## config.mk

```make
export PLATFORM = sky130hd
export DESIGN_NAME = crc_slice_engine
export DESIGN_NICKNAME = d
export VERILOG_FILES = /design/src/rtl/crc_pkg.sv /design/src/rtl/crc_skid_reg.sv /design/src/rtl/crc_slice_engine.sv
export SDC_FILE = /design/constraint.sdc
export NUM_CORES = 1
export LEC_CHECK = 0
export CORE_ASPECT_RATIO = 0.6
export CORE_MARGIN = 8
export CORE_UTILIZATION = 35
export CTS_CLUSTER_DIAMETER = 120
export CTS_CLUSTER_SIZE = 12
export DETAILED_ROUTE_END_ITERATION = 7
export PLACE_DENSITY = 0.73
export RECOVER_POWER = 50
export SYNTH_ARGS = -nofsm -noshare
export SYNTH_HDL_FRONTEND = slang
export SYNTH_SLANG_ARGS = --single-unit
export TNS_END_PERCENT = 50
```

## constraint.sdc

```tcl
create_clock -name clk -period 1.7 [get_ports clk]
set_input_delay 0.255 -clock clk [delete_from_list [all_inputs] [get_ports clk]]
set_output_delay 0.255 -clock clk [all_outputs]
set_load 0.01 [all_outputs]
```

## src/rtl/crc_pkg.sv

```systemverilog
// crc_pkg: shared widths, FSM states and the per-lane table address helper for the slice CRC engine
package crc_pkg;
  localparam int CRC_W = 32;
  localparam int BYTE_W = 8;
  typedef enum logic [1:0] {IDLE, ACC, OUT} state_t;
  function automatic logic [CRC_W-1:0] lane_addr(input logic [BYTE_W-1:0] b, input logic [CRC_W-1:0] crc, input int k);
    logic [BYTE_W-1:0] c;
    c = (k < 4) ? BYTE_W'(crc >> (BYTE_W * k)) : '0;
    return {{(CRC_W-BYTE_W){1'b0}}, b ^ c};
  endfunction
endpackage

```

## src/rtl/crc_skid_reg.sv

```systemverilog
// crc_skid_reg: one-entry valid/ready input buffer with flush, refilled in the same cycle it drains
module crc_skid_reg #(
  parameter int W = 8
) (
  input  logic         clk,
  input  logic         rstn,
  input  logic         in_valid,
  output logic         in_ready,
  input  logic [W-1:0] in_data,
  output logic         out_valid,
  output logic [W-1:0] out_data,
  input  logic         pop,
  input  logic         flush
);
  // a flushed cycle still accepts the presented beat so it can be thrown away
  assign in_ready = rstn & (!out_valid | pop | flush);
  always_ff @(posedge clk or negedge rstn) begin
    if (!rstn) begin
      out_valid <= 1'b0;
      out_data  <= '0;
    end else if (flush) begin
      out_valid <= 1'b0;
    end else if (in_valid && in_ready) begin
      out_valid <= 1'b1;
      out_data  <= in_data;
    end else if (pop) begin
      out_valid <= 1'b0;
    end
  end
endmodule

```

## src/rtl/crc_slice_engine.sv

```systemverilog
// crc_slice_engine: slice-by-NSLICE CRC-32 accumulator driving an external table bank over a valid/ready stream
module crc_slice_engine
  import crc_pkg::*;
#(
  parameter int          NSLICE     = 4,
  parameter logic [31:0] CRC_INIT   = 32'hFFFFFFFF,
  parameter logic [31:0] CRC_XOROUT = 32'hFFFFFFFF
) (
  input  logic                     clk,
  input  logic                     rstn,
  input  logic                     s_valid,
  output logic                     s_ready,
  input  logic [BYTE_W*NSLICE-1:0] s_data,
  input  logic                     s_last,
  input  logic                     s_abort,
  output logic [CRC_W*NSLICE-1:0]  tab_addr,
  input  logic [CRC_W*NSLICE-1:0]  tab_rdata,
  output logic                     m_valid,
  input  logic                     m_ready,
  output logic [CRC_W-1:0]         m_crc,
  output logic [15:0]              frame_cnt
);
  localparam int DW = BYTE_W * NSLICE;
  state_t state, state_nx;
  logic [CRC_W-1:0] crc, crc_next;
  logic [DW-1:0] data;
  logic full, last, consume, flush;
  // a pending result is never dropped, so abort is ignored while it is held
  assign flush = s_abort && state != OUT;
  assign consume = full && state != OUT && !flush;
  assign m_valid = state == OUT;
  crc_skid_reg #(.W(DW + 1)) u_skid (
    .clk      (clk),
    .rstn     (rstn),
    .in_valid (s_valid),
    .in_ready (s_ready),
    .in_data  ({s_last, s_data}),
    .out_valid(full),
    .out_data ({last, data}),
    .pop      (consume),
    .flush    (flush)
  );
  genvar k;
  generate
    for (k = 0; k < NSLICE; k++) begin : g_lane
      assign tab_addr[CRC_W*k +: CRC_W] = lane_addr(data[BYTE_W*k +: BYTE_W], crc, k);
    end
  endgenerate
  always_comb begin
    crc_next = '0;
    for (int i = 0; i < NSLICE; i++) crc_next = crc_next ^ tab_rdata[CRC_W*i +: CRC_W];
  end
  always_comb begin
    state_nx = state;
    if (flush) state_nx = IDLE;
    else if (consume) state_nx = last ? OUT : ACC;
    else if (state == OUT && m_ready) state_nx = IDLE;
  end
  always_ff @(posedge clk or negedge rstn) begin
    if (!rstn) begin
      state     <= IDLE;
      crc       <= CRC_INIT;
      m_crc     <= '0;
      frame_cnt <= '0;
    end else begin
      state <= state_nx;
      if (flush || (consume && last)) crc <= CRC_INIT;
      else if (consume) crc <= crc_next;
      if (consume && last) m_crc <= crc_next ^ CRC_XOROUT;
      if (state == OUT && m_ready) frame_cnt <= frame_cnt + 16'd1;
    end
  end
endmodule

```

Word-level counts from Yosys, hierarchy flattened
Cells that the tools add are included.
{ "word_totals": {"register_bits": 116, "in_bits": 166, "out_inout_bits": 178} }
{ "classes": {"addsub": 1, "n_eq_ne": 2, "mux": 9, "bitwise_logic": 12, "reduce_logical": 13} }
{ "op_table": {"columns": ["cell", "n"], "rows": [
  ["bitwise XOR 32 bit", 3],
  ["two-way mux 32 bit", 2],
  ["inverter 32 bit", 1],
  ["bitwise XOR 8 bit", 4],
  ["adder 16 x 1 -> 16 bit (second input constant)", 1],
  ["two-way mux 2 bit", 4],
  ["logical AND 1 bit", 6],
  ["nonzero test 3 bit", 2],
  ["two-way mux 1 bit", 3],
  ["equality test 2 bit (second input constant)", 1],
  ["logical NOT 1 bit", 2],
  ["inequality test 2 bit (second input constant)", 1],
  ["OR 1 bit", 2],
  ["AND reduction 2 bit", 1],
  ["nonzero test 2 bit", 1],
  ["AND 1 bit", 1],
  ["logical OR 1 bit", 1],
  ["inverter 1 bit", 1]
]} }

Logic depth before layout (Yosys ltp)
{ "depth": {"depth_word": 10, "depth_mapped": 6, "ltp_nobuf": 4} }

Cells and area by module
A second synthesis with hierarchy kept.
{ "hier_totals": {"hier_cells": 546, "area_unflattened_um2": 6593.8} }
{ "by_module_without_submodules": {"columns": ["mod", "instances", "cells_each", "area_per_inst_um2", "seq_area_each_um2"], "rows": [
  ["crc_slice_engine", 1, 471, 5152.4, 2092.0],
  ["crc_skid_reg", 1, 75, 1441.4, 850.8]
]} }

Worst setup path before layout
No wires, ideal clock.
{ "synth_path": {"path_kind": "reg2reg", "from": "register state[1]", "to": "register u_skid.out_data[10]", "setup_ps": 125, "t_arrival_ps": 1476, "t_required_ps": 1575, "setup_slack_ps": 99, "path_stages_with_launch": 7, "cell_sequence": "dfrtp_1 -> nor2b_1 -> buf_6 -> a21boi_4 -> o211ai_4 -> buf_6 -> mux2_4"} }
{ "synth_via": {"elab_chain_len": 9} }
{ "synth_rtl": {"columns": ["element", "line", "text"], "rows": [
  ["start: declaration", "crc_slice_engine.sv:24", "state_t state, state_nx;"],
  ["start signal: assignment", "crc_slice_engine.sv:66", "state <= state_nx;"],
  ["inequality test 2 bit (*)", "crc_slice_engine.sv:29, crc_slice_engine.sv:30", null],
  ["logical AND 1 bit", "crc_slice_engine.sv:29", "assign flush = s_abort && state != OUT;"],
  ["logical NOT 1 bit", "crc_slice_engine.sv:30", "assign consume = full && state != OUT && !flush;"],
  ["logical AND 1 bit", "crc_slice_engine.sv:30", null],
  ["OR 1 bit", "crc_skid_reg.sv:16", "assign in_ready = rstn & (!out_valid | pop | flush);"],
  ["OR 1 bit (*)", "crc_skid_reg.sv:16", null],
  ["AND 1 bit (*)", "crc_skid_reg.sv:16", null],
  ["net s_ready", "crc_slice_engine.sv:12", "output logic s_ready,"],
  ["logical AND 1 bit (*)", "crc_skid_reg.sv:23", "end else if (in_valid && in_ready) begin"],
  ["AND reduction 2 bit (no source line) (*)", null, null],
  ["end signal: assignment", "crc_skid_reg.sv:25", "out_data <= in_data;"],
  ["end: declaration", "crc_skid_reg.sv:11", "output logic [W-1:0] out_data,"]
]} }
Mark *: on every way through the listed nets, which the timed path passes. The rest lies on a longest branch.
A chain may end at the register's enable or synchronous reset.

Worst setup path in the final report
{ "layout_path": {"from": "register state[0]", "to": "register u_skid.out_data[15]"} }
{ "layout_via": {"elab_chain_len": 9} }
{ "layout_rtl": {"columns": ["element", "line"], "rows": [
  ["inequality test 2 bit (*)", "crc_slice_engine.sv:29, crc_slice_engine.sv:30"],
  ["logical AND 1 bit", "crc_slice_engine.sv:29"],
  ["logical NOT 1 bit", "crc_slice_engine.sv:30"],
  ["logical AND 1 bit", "crc_slice_engine.sv:30"],
  ["OR 1 bit (2 in series)", "crc_skid_reg.sv:16"],
  ["AND 1 bit", "crc_skid_reg.sv:16"],
  ["logical AND 1 bit", "crc_skid_reg.sv:23"],
  ["AND reduction 2 bit (no source line) (*)", null]
]} }
Mark *: on every way between the ends. The rest lies on a longest branch, timed or not.

==> qor.log <==
INFO  clocking       cts_tree=built
INFO  logic_synthesis synthesis.yosys.warnings=0
INFO  clocking       post_cts_setup_buffers=0
INFO  clocking       clock_sink_count=116
INFO  pwr            vdd_drop_max=0.575mV
INFO  global_route   grt_util_all_layers=15.3%
INFO  critical_path  regToRegSetupSlack=-0.001ns
INFO  logic_synthesis synth-edff-count=0
INFO  die            fp.dieH=121um
INFO  pwr            static-leakage-power=0.00404uW
INFO  critical_path  critical_path.startpoint=state[0]$_DFFE_PN0P_
INFO  clocking       clk_root_buffer_cell=sky130_fd_sc_hd__clkbuf_16
INFO  drt            via_per_inst=4.16
INFO  sta            whs=0.470ns
INFO  critical_path  worst-r2r-cell-count=7
INFO  global_route   number_of_antenna_violations_at_the_first_check_in_global_routing=0
INFO  placed_design  hpwl=14200um
INFO  logic_synthesis synth_sequential_area_ratio=45.7%
INFO  clocking       clkSlewWorstSetupHoldPaths=0.06ns
INFO  cells_and_area final_nets=984
INFO  logic_synthesis post_synth_num_cell_types=30
INFO  logic_synthesis most_frequent_cells_after_synthesis=101 x sky130_fd_sc_hd__xnor2_1, 99 x sky130_fd_sc_hd__buf_4, 84 x sky130_fd_sc_hd__dfrtp_1, 42 x sky130_fd_sc_hd__xor2_1, 38 x sky130_fd_sc_hd__nor2_1
INFO  logic_synthesis synth.ff_latch_count=116
INFO  drt            initialDrtViolationCount=196
INFO  clocking       cts_inserted_buffers=17
INFO  placed_design  place.port_buffers=247
INFO  global_route   grt_pass1_wl=27900um
INFO  placed_design  dpl_worst_slack=-0.134ns
INFO  sta            setup-violations-final=1
INFO  sta            final_min_period_over_clock_period=100%
INFO  sta            final-max-slew-violation-count=0
INFO  critical_path  rr_startpoint=state[0]$_DFFE_PN0P_
INFO  clocking       clock_tree.htree_level_count=4
INFO  logic_synthesis netlist.top_cell.by_area=sky130_fd_sc_hd__dfrtp_1
INFO  critical_path  worstPathArrival=1.98ns
INFO  status         outcome=finished with violations
INFO  sta            postLayoutSetupSlackWorst=-0.00130ns
INFO  cells_and_area synth_to_layout_area_growth=48.6%
INFO  sta            slew_headroom=30.1%
INFO  global_route   grt_max_degree=117
INFO  sta            timing_hold_violations_final=0
INFO  cells_and_area antenna_cells_inserted=0
INFO  logic_synthesis synthesis.area_per_instance=11.8squm
INFO  die            floorplan.io_pins=344
INFO  logic_synthesis netlist_area=6440squm
INFO  sta            timing.final.crit_period=1.70ns
INFO  sta            worst_pin_slew=1.05ns
INFO  cells_and_area fillerInstances=1636
INFO  global_route   grt_overflow=0
INFO  sta            maxClockFrequency=588MHz
INFO  placed_design  routabilityCongestion=0.768
INFO  die            width_of_the_chip=191um
INFO  pwr            power.density=1150nW/um^2
INFO  die            fp.coreArea=18100squm
INFO  hold_path      min_from=s_data[28]
INFO  logic_synthesis synth-async-reset-ratio=100%
INFO  cells_and_area post_route_insts_no_fill=1068
INFO  logic_synthesis netlist_top_cells_area=sky130_fd_sc_hd__dfrtp_1 33%, sky130_fd_sc_hd__xnor2_1 14%, sky130_fd_sc_hd__dfstp_2 13%, sky130_fd_sc_hd__buf_4 12%, sky130_fd_sc_hd__mux2_4 6.8%
INFO  logic_synthesis post-synth-top-area-fraction=32.6%
INFO  hold_path      min_delay_path_depth=2
INFO  drt            detail_route.wirelength=17800um
INFO  die            floorplan.rows=38
INFO  cells_and_area layout.cell_area.non_filler=9570squm
INFO  logic_synthesis synthesis.instances=545
INFO  hold_path      min_path_type=input pin to flop
INFO  cells_and_area layout-drive-gt1-share=19.3%
INFO  flow_run       cap_violations=0
INFO  logic_synthesis top_count_cell_post_synth=sky130_fd_sc_hd__xnor2_1
INFO  global_route   first_global_vias=4906
INFO  drt            detail_route.wl_per_cell=16.6um
INFO  clocking       clock_tree.buffer_depth=2
INFO  clocking       clock_insertion_delay_at_the_later_pin_of_the_skew_report=0.40ns
INFO  drt            firstDrtPassIters=4
INFO  sta            grt_setup_unrepaired=true
INFO  sta            worst_clock_skew=0.0129ns
INFO  placed_design  placement.cell_area=9000squm
INFO  die            start_util=35.7%
INFO  critical_path  worst-setup-path-type=flop to flop
INFO  logic_synthesis synth_ff_type=sky130_fd_sc_hd__dfrtp_1
INFO  critical_path  crit_path_end_kind=flop
INFO  status         violations_in_the_final_reports=negative setup slack
INFO  critical_path  path_max_fanout=19
INFO  drt            routed-via-count=4442
INFO  critical_path  timing.critical_path.required=1.98ns
INFO  drt            antenna_violating_nets_left=0
INFO  die            fp.dieArea=23100squm
INFO  drt            drt_drc_violations_left=0
INFO  placed_design  placed_cells_incl_taps=1037
INFO  critical_path  startpoint_type=flop
power breakdown:
group / internal, uW / switching [uW] / total [uW]
clock: 2550 / 1200 / 3750
sequential: 3420 / 419 / 3830
combinational: 2050 / 1380 / 3430
logic make-up after synthesis:
logic type | count (synthesis) | synth area share [%]
flops | 116 | 45.7
compound gates | 37 | 3.42
mux | 66 | 13.2
simple gates | 70 | 5.17
xor+xnor | 143 | 19.4
other cells | 1 | 0.0582
buf+inv | 111 | 12.8
fa+ha+maj | 1 | 0.194
metrics by stage:
stage	setup TNS (ns)	power [uW]	util (%)
global placement	-6.71	7420	49.8
CTS	0	11200	53.1
detailed placement	-8.34	7460	49.8
floorplan	0	5480	-
finish	-0.00130	11000	53.0
global route	-1.88	11600	53.0
layout make-up:
class	instances	area, sq um	area share [%]
multi-input cells	413	3060	31.9
flip-flops and latches	116	2950	30.8
repair buffers	267	2630	27.5
clock buffers	21	470	4.92
well taps	240	300	3.14
clock inverters	9	153	1.59
inverters	2	7.51	0.0784
critical path: stages, from the launching register on:
cell and delay [ns]:
sky130_fd_sc_hd__dfrtp_1 0.40, sky130_fd_sc_hd__nor2b_1 0.12, sky130_fd_sc_hd__buf_4 0.19, sky130_fd_sc_hd__a21boi_4 0.07, sky130_fd_sc_hd__buf_6 0.13, sky130_fd_sc_hd__o211ai_4 0.11
sky130_fd_sc_hd__buf_12 0.24, sky130_fd_sc_hd__mux2_4 0.32
worst paths after layout:
kind / to
max in group asynchronous: frame_cnt[0]$_DFFE_PN0P_
worst min register to register: frame_cnt[15]$_DFFE_PN0P_
worst min-delay path: u_skid.out_data[28]$_DFFE_PN0P_
worst max-delay path: u_skid.out_data[15]$_DFFE_PN0P_
worst max register to register: u_skid.out_data[15]$_DFFE_PN0P_
min in group asynchronous: u_skid.out_data[24]$_DFFE_PN0P_
timing repair:
item,4_1_cts,5_1_grt
pin swaps,0,0
resized for setup,47,17
hold buffers,1,0
setup endpoints to repair,62,45
hold endpoints to repair,48,0
sequential cells by signal, summed over array words and instances (netlist names):
| name | count |
|---|---|
| u_skid.out_data | 33 |
| frame_cnt | 16 |
| crc | 32 |
| state | 2 |
| u_skid.out_valid | 1 |
| m_crc | 32 |
placed cells by master, fill, tap and decap left out, types with 2 or more instances in the layout:
cell	count
sky130_fd_sc_hd__a21oi_1	33
sky130_fd_sc_hd__and3_1	2
sky130_fd_sc_hd__buf_12	6
sky130_fd_sc_hd__buf_4	9
sky130_fd_sc_hd__buf_6	2
sky130_fd_sc_hd__bufinv_16	4
sky130_fd_sc_hd__clkbuf_1	4
sky130_fd_sc_hd__clkbuf_16	17
sky130_fd_sc_hd__clkbuf_2	5
sky130_fd_sc_hd__clkbuf_8	3
sky130_fd_sc_hd__clkdlybuf4s15_1	4
sky130_fd_sc_hd__clkdlybuf4s50_1	211
sky130_fd_sc_hd__clkinv_2	2
sky130_fd_sc_hd__clkinvlp_4	3
sky130_fd_sc_hd__conb_1	96
sky130_fd_sc_hd__dfrtp_1	77
sky130_fd_sc_hd__dfrtp_2	7
sky130_fd_sc_hd__dfstp_2	32
sky130_fd_sc_hd__dlygate4sd2_1	25
sky130_fd_sc_hd__inv_1	2
sky130_fd_sc_hd__mux2_1	2
sky130_fd_sc_hd__mux2_2	31
sky130_fd_sc_hd__mux2_4	33
sky130_fd_sc_hd__nand2_1	9
sky130_fd_sc_hd__nand3_1	5
sky130_fd_sc_hd__nand4_1	4
sky130_fd_sc_hd__nor2_1	37
sky130_fd_sc_hd__nor3_1	5
sky130_fd_sc_hd__xnor2_1	101
sky130_fd_sc_hd__xor2_1	42
layer usage:
layer	vias up	GRT usage (%)	wire length (um)
met3	4	7.89	2030
met5	-	0	0
met4	0	2.59	42
li1	2128	-	-
met1	2130	18.3	7230
met2	180	24.6	8470
Power figures use the tool's default switching activity.
